File: src/rtl/dphy_pkg.sv
// Shared types and constants for the D-PHY data-lane transmit path.
package dphy_pkg;

    // Burst sequencer states, in the order a burst walks through them.
    typedef enum logic [2:0] {
        STOP,
        HS_RQST,
        HS_PREPARE,
        HS_ZERO,
        SYNC,
        PAYLOAD,
        HS_TRAIL,
        HS_EXIT
    } dlane_state_t;

    // Leader sequence sent LSB first: 0,0,0,1,1,1,0,1.
    localparam logic [7:0] SYNC_BYTE = 8'hB8;

    // LP line-pair levels, packed as {lpp, lpn}.
    localparam logic [1:0] LP11 = 2'b11;
    localparam logic [1:0] LP01 = 2'b01;
    localparam logic [1:0] LP00 = 2'b00;

endpackage

File: src/rtl/dlane_tx_seq_if.sv
// PPI-style byte interface between the protocol layer and the lane sequencer.
interface dlane_tx_seq_if;

    logic       tx_request_hs;
    logic [7:0] tx_data;
    logic       tx_ready_hs;

    modport master (output tx_request_hs, output tx_data, input tx_ready_hs);
    modport slave  (input tx_request_hs, input tx_data, output tx_ready_hs);

endinterface

File: src/rtl/dlane_hs_serializer.sv
// HS byte serializer: shift register, bit counter and trail-level latch.
module dlane_hs_serializer
    import dphy_pkg::*;
(
    input  logic       clk,
    input  logic       rst,
    input  logic       load_sync,
    input  logic       load_data,
    input  logic [7:0] data_in,
    input  logic       shift_en,
    input  logic       latch_trail,
    output logic       hs_bit,
    output logic       byte_end,
    output logic       trail
);

    logic [7:0] sr_reg;
    logic [2:0] bit_cnt_reg;
    logic       trail_reg;

    // Load a new byte or shift one bit out per cycle; capture the trail level
    // as the inverse of the last bit on the wire.
    always_ff @(posedge clk or negedge rst) begin
        if (!rst) begin
            sr_reg      <= '0;
            bit_cnt_reg <= '0;
            trail_reg   <= 1'b0;
        end else begin
            if (load_sync) begin
                sr_reg      <= SYNC_BYTE;
                bit_cnt_reg <= '0;
            end else if (load_data) begin
                sr_reg      <= data_in;
                bit_cnt_reg <= '0;
            end else if (shift_en) begin
                sr_reg      <= {1'b0, sr_reg[7:1]};
                bit_cnt_reg <= bit_cnt_reg + 3'd1;
            end
            if (latch_trail) begin
                trail_reg <= ~sr_reg[0];
            end
        end
    end

    assign hs_bit   = sr_reg[0];
    assign byte_end = (bit_cnt_reg == 3'd7);
    assign trail    = trail_reg;

endmodule

File: src/rtl/dlane_tx_seq.sv
// D-PHY data-lane transmit sequencer: LP-11 -> LP-01 -> LP-00 -> HS burst -> LP-11.
module dlane_tx_seq
    import dphy_pkg::*;
#(
    parameter int T_LPX        = 4,
    parameter int T_HS_PREPARE = 4,
    parameter int T_HS_ZERO    = 10,
    parameter int T_HS_TRAIL   = 8,
    parameter int T_HS_EXIT    = 8,
    parameter int CNT_W        = 8
) (
    input  logic           clk,
    input  logic           rst,
    dlane_tx_seq_if.slave  ppi,
    output logic           lpp,
    output logic           lpn,
    output logic           hs,
    output logic           s,
    output logic           stop_state
);

    dlane_state_t     state_reg, state_next;
    logic [CNT_W-1:0] timer_reg, timer_next;

    logic load_sync, load_data, latch_trail, shift_en;
    logic ser_bit, byte_end, trail;
    logic in_byte;

    // Timer reload value for a state: each timed state lasts exactly N cycles.
    function automatic logic [CNT_W-1:0] dur(input dlane_state_t st);
        case (st)
            HS_RQST:    dur = CNT_W'(T_LPX - 1);
            HS_PREPARE: dur = CNT_W'(T_HS_PREPARE - 1);
            HS_ZERO:    dur = CNT_W'(T_HS_ZERO - 1);
            HS_TRAIL:   dur = CNT_W'(T_HS_TRAIL - 1);
            HS_EXIT:    dur = CNT_W'(T_HS_EXIT - 1);
            default:    dur = '0;
        endcase
    endfunction

    assign in_byte  = (state_reg == SYNC) || (state_reg == PAYLOAD);
    assign shift_en = in_byte;

    // State and timer registers; reset aborts straight to LP-11.
    always_ff @(posedge clk or negedge rst) begin
        if (!rst) begin
            state_reg <= STOP;
            timer_reg <= '0;
        end else begin
            state_reg <= state_next;
            timer_reg <= timer_next;
        end
    end

    // Next-state logic, serializer strobes and timer reload on state entry.
    always_comb begin
        state_next  = state_reg;
        timer_next  = (timer_reg == '0) ? '0 : timer_reg - 1'b1;
        load_sync   = 1'b0;
        load_data   = 1'b0;
        latch_trail = 1'b0;
        case (state_reg)
            STOP:       if (ppi.tx_request_hs) state_next = HS_RQST;
            HS_RQST:    if (timer_reg == '0) state_next = HS_PREPARE;
            HS_PREPARE: if (timer_reg == '0) state_next = HS_ZERO;
            HS_ZERO: begin
                if (timer_reg == '0) begin
                    state_next = SYNC;
                    load_sync  = 1'b1;
                end
            end
            SYNC, PAYLOAD: begin
                if (byte_end) begin
                    if (ppi.tx_request_hs) begin
                        state_next = PAYLOAD;
                        load_data  = 1'b1;
                    end else begin
                        state_next  = HS_TRAIL;
                        latch_trail = 1'b1;
                    end
                end
            end
            HS_TRAIL:   if (timer_reg == '0) state_next = HS_EXIT;
            HS_EXIT:    if (timer_reg == '0) state_next = STOP;
            default:    state_next = STOP;
        endcase
        if (state_next != state_reg) begin
            timer_next = dur(state_next);
        end
    end

    // Moore decode of the lane levels from registered state and shift register.
    always_comb begin
        {lpp, lpn} = LP00;
        hs         = 1'b0;
        s          = 1'b0;
        stop_state = 1'b0;
        case (state_reg)
            STOP:          begin {lpp, lpn} = LP11; stop_state = 1'b1; end
            HS_RQST:       {lpp, lpn} = LP01;
            HS_PREPARE:    {lpp, lpn} = LP00;
            HS_ZERO:       s = 1'b1;
            SYNC, PAYLOAD: begin s = 1'b1; hs = ser_bit; end
            HS_TRAIL:      begin s = 1'b1; hs = trail; end
            HS_EXIT:       {lpp, lpn} = LP11;
            default:       {lpp, lpn} = LP11;
        endcase
    end

    assign ppi.tx_ready_hs = in_byte && byte_end && ppi.tx_request_hs;

    dlane_hs_serializer u_ser (
        .clk         (clk),
        .rst         (rst),
        .load_sync   (load_sync),
        .load_data   (load_data),
        .data_in     (ppi.tx_data),
        .shift_en    (shift_en),
        .latch_trail (latch_trail),
        .hs_bit      (ser_bit),
        .byte_end    (byte_end),
        .trail       (trail)
    );

endmodule

File: src/flat_wrapper.sv
// flat-port wrapper written by rule: the top's interface ports become plain ports
module dlane_tx_seq_flat import dphy_pkg::*;
#(
    parameter int T_LPX        = 4,
    parameter int T_HS_PREPARE = 4,
    parameter int T_HS_ZERO    = 10,
    parameter int T_HS_TRAIL   = 8,
    parameter int T_HS_EXIT    = 8,
    parameter int CNT_W        = 8
)
  (clk, rst, lpp, lpn, hs, s, stop_state, ppi_tx_request_hs, ppi_tx_data, ppi_tx_ready_hs);
  dlane_tx_seq_if ppi_i ();
  input  logic clk;
  input  logic rst;
  output logic lpp;
  output logic lpn;
  output logic hs;
  output logic s;
  output logic stop_state;
  input wire logic [$bits(ppi_i.tx_request_hs)-1:0] ppi_tx_request_hs;
  input wire logic [$bits(ppi_i.tx_data)-1:0] ppi_tx_data;
  output wire logic [$bits(ppi_i.tx_ready_hs)-1:0] ppi_tx_ready_hs;
  assign ppi_i.tx_request_hs = ppi_tx_request_hs;
  assign ppi_i.tx_data = ppi_tx_data;
  assign ppi_tx_ready_hs = ppi_i.tx_ready_hs;
  dlane_tx_seq #(.T_LPX(T_LPX), .T_HS_PREPARE(T_HS_PREPARE), .T_HS_ZERO(T_HS_ZERO), .T_HS_TRAIL(T_HS_TRAIL), .T_HS_EXIT(T_HS_EXIT), .CNT_W(CNT_W)) u_core (.clk(clk), .rst(rst), .ppi(ppi_i), .lpp(lpp), .lpn(lpn), .hs(hs), .s(s), .stop_state(stop_state));
endmodule
File: config.mk
export PLATFORM = sky130hd
export DESIGN_NAME = dlane_tx_seq_flat
export DESIGN_NICKNAME = d
export VERILOG_FILES = /design/src/rtl/dphy_pkg.sv /design/src/rtl/dlane_tx_seq_if.sv /design/src/rtl/dlane_hs_serializer.sv /design/src/rtl/dlane_tx_seq.sv /design/src/flat_wrapper.sv
export SDC_FILE = /design/constraint.sdc
export NUM_CORES = 1
export LEC_CHECK = 0
export CAP_MARGIN = 15
export CORE_ASPECT_RATIO = 0.7
export CORE_MARGIN = 3
export CORE_UTILIZATION = 25
export DETAILED_ROUTE_END_ITERATION = 8
export DONT_BUFFER_PORTS = 1
export PLACE_DENSITY_LB_ADDON = 0.05
export SLEW_MARGIN = 0
export SYNTH_ARGS = -nofsm -noshare
export SYNTH_HDL_FRONTEND = slang
export SYNTH_SLANG_ARGS = --single-unit
File: constraint.sdc
create_clock -name clk -period 2.25 [get_ports clk]
set_input_delay 0.5625 -clock clk [delete_from_list [all_inputs] [get_ports clk]]
set_output_delay 0.5625 -clock clk [all_outputs]
set_load 0.05 [all_outputs]
==> results.tsv <==
metric	value	unit
status	completed	
ir_drop	0.000209	V
cts_root_buf	clkbuf_8	
diodes	0	
multi_input_area	621	um^2
clock.fmax	483	MHz
cts_tree	built	
slew_viol_final	0	
syn_area_per_cell	9.64	um^2
dp_cells	204	
post_cts_buffers	0	
core_area	0.00458	mm^2
place_ws	112	ps
wl_per_cell	14.3	um
antenna_left	0	
drtIter0Drc	65	
avgViaCountPerCell	4.85	
skew	1.19	ps
path_class	reg2reg	
nNetsFinal	158	
placed_area	0.00141	mm^2
synth_area_leaders	dfrtp_1, nand2_1, xnor2_1, a221o_1, ha_1	
grt_max_degree	24	
fin_area	0.00149	mm^2
clk_path_buf_depth	2	
netlist_area	0.00125	mm^2
io_buffers	0	
drc_errors	0	
dieWidth	90.6	um
hold_slack	103	ps
place_hpwl	2310	um
fin_crit_sh	91.9	%
worstPathBufferInverterCount	1	
max-slew-margin-rel	71.6	%
rows	20	
synth-edff-count	0	
vias	1013	
power_density	461	mW/mm^2
seq_area_frac_synth	45.9	%
dr.pass1.iters	4	
cts.sinks	23	
synth_top_area_share	45.9	%
area_delta_synth_final	18.6	%
gr-total-overflow	0	
synth_top_cell_by_area	dfrtp_1	
crit_fanout	10	
max_stage_delay	520	ps
die_h	65.3	um
layout_setup_ws	181	ps
drt_wl_total	2990	um
final.min_clock_period	2070	ps
regArea	576	um^2
critical-path-top-delay-family	compound AO/OA/AOI/OAI gates	
rsz0062_at_grt	no	
layout-drive-gt1-share	16.1	%
tightest_slew	426	ps
p_leak	0.654	nW
setup_violations	0	
finalHoldViolCount	0	
syn_inst	130	
numCtsBuffers	3	
worstPathCellList	inv_1 -> ha_1 -> or3b_2 -> o41a_4 -> a221o_1	
crit_path_end_kind	register	
fill_cells	474	
grt_util_all_layers	11.0	%
cpMaxStageDelayCell	o41a_4	
hold_class	in2async	
grt_pass1_wl	5180	um
boundaryPins	17	
path_clk_slew	80	ps
syn_nets	144	
grt_pass1_vias	1005	
ys_types	39	
gp_congestion	0.847	
die_area	0.00591	mm^2
fin_cells	209	
yosys_warnings	0	
cp-start-kind	register	
synth_seq_cells	23	
max_cap_viol_count	0	
async_flop_share	100	%
synth_ff_type	dfrtp_1	
clock_latency	260	ps
antenna_found_initial	0	
required	2400	ps
start_util	27.4	%
cp.arrival	2220	ps
tns	0	ps
htreeDepth	1	
power breakdown:
| part | switching [mW] | total (mW) | leakage [nW] | internal [mW] |
|---|---|---|---|---|
| Clock | 0.130 | 0.256 | 0.0228 | 0.126 |
| Combinational | 0.00954 | 0.0150 | 0.374 | 0.00544 |
| Sequential | 0.00120 | 0.415 | 0.258 | 0.414 |
synthesized netlist by cell type, types with 2 or more instances:
library cell / n
inv_1: 10
nor2_1: 10
a221o_1: 4
buf_4: 3
nand2b_1: 3
and3_1: 3
nand3_1: 4
o211ai_1: 3
a32oi_1: 3
mux2i_1: 2
nand2_1: 14
nor3_1: 7
a21oi_1: 3
ha_1: 3
a32o_1: 2
nor4_1: 2
o21ai_0: 4
nor3b_1: 2
dfrtp_1: 23
xnor2_1: 6
cells by family after synthesis:
group                    Yosys count  synth area share (%)
AO/OA/AOI/OAI                     27                  16.9
buffers and inverters             16                  6.29
flip-flops                        23                  45.9
XOR/XNOR                           7                  4.89
AND/OR/NAND/NOR                   52                  21.5
adder cells (fa/ha/maj)            3                  2.99
multiplexers                       2                  1.60
stage by stage:
step | utilization, % | total power [mW]
after floorplan | - | 0.426
after global placement | 30.8 | 0.427
after detailed placement | 30.8 | 0.427
after CTS | 32.2 | 0.704
after global routing | 32.5 | 0.722
final | 32.5 | 0.686
final timing paths:
path                                                    end  slack (ps)                         from  cells after the start
max in group asynchronous            u_core.u_ser.sr_reg[6]        2010                          rst                      1
worst max register to register       u_core.u_ser.sr_reg[1]         180          u_core.timer_reg[0]                      5
min in group clk                     u_core.u_ser.sr_reg[7]         430               ppi_tx_data[7]                      2
worst max-delay path                 u_core.u_ser.sr_reg[1]         180          u_core.timer_reg[0]                      5
worst min-delay path                    u_core.timer_reg[2]         100                          rst                      1
worst min register to register  u_core.u_ser.bit_cnt_reg[0]         500  u_core.u_ser.bit_cnt_reg[0]                      1
area by class of cell:
type	count	area share [%]
sequential	23	38.7
multi-input combinational	91	41.8
clock buffer	4	3.03
timing repair buffer	15	8.42
tap	66	5.56
inverter	10	2.53
what timing repair did:
item / CTS / global route
setup endpoints to repair: 0 / 4
hold endpoints to repair: 23 / 0
gates resized for setup: 0 / 2
hold buffers: 1 / 0
cell usage in the layout, fill, tap and decap left out, types with 2 or more instances in the layout:
master	Yosys	final
mux2i_1	2	2
inv_1	10	10
nor3b_1	2	2
a21oi_1	3	3
nand2b_1	3	3
a32oi_1	3	3
dfrtp_1	23	23
buf_4	3	14
nor4_1	2	2
nand2_1	14	14
nor3_1	7	6
ha_1	3	3
xnor2_1	6	6
a32o_1	2	2
a221o_1	4	4
o21ai_0	4	3
o211ai_1	3	3
nor2_1	10	10
clkbuf_8	0	3
and3_1	3	3
nand3_1	4	4
per-layer routing:
| metal | up-vias | global-route usage, % | routed length (um) |
|---|---|---|---|
| met4 | 0 | 1.91 | 38 |
| li1 | 496 | - | - |
| met1 | 485 | 16.4 | 1580 |
| met2 | 28 | 15.4 | 1190 |
| met5 | - | 0 | 0 |
| met3 | 4 | 3.66 | 180 |
Note: power is estimated with default switching activity, not from simulation.
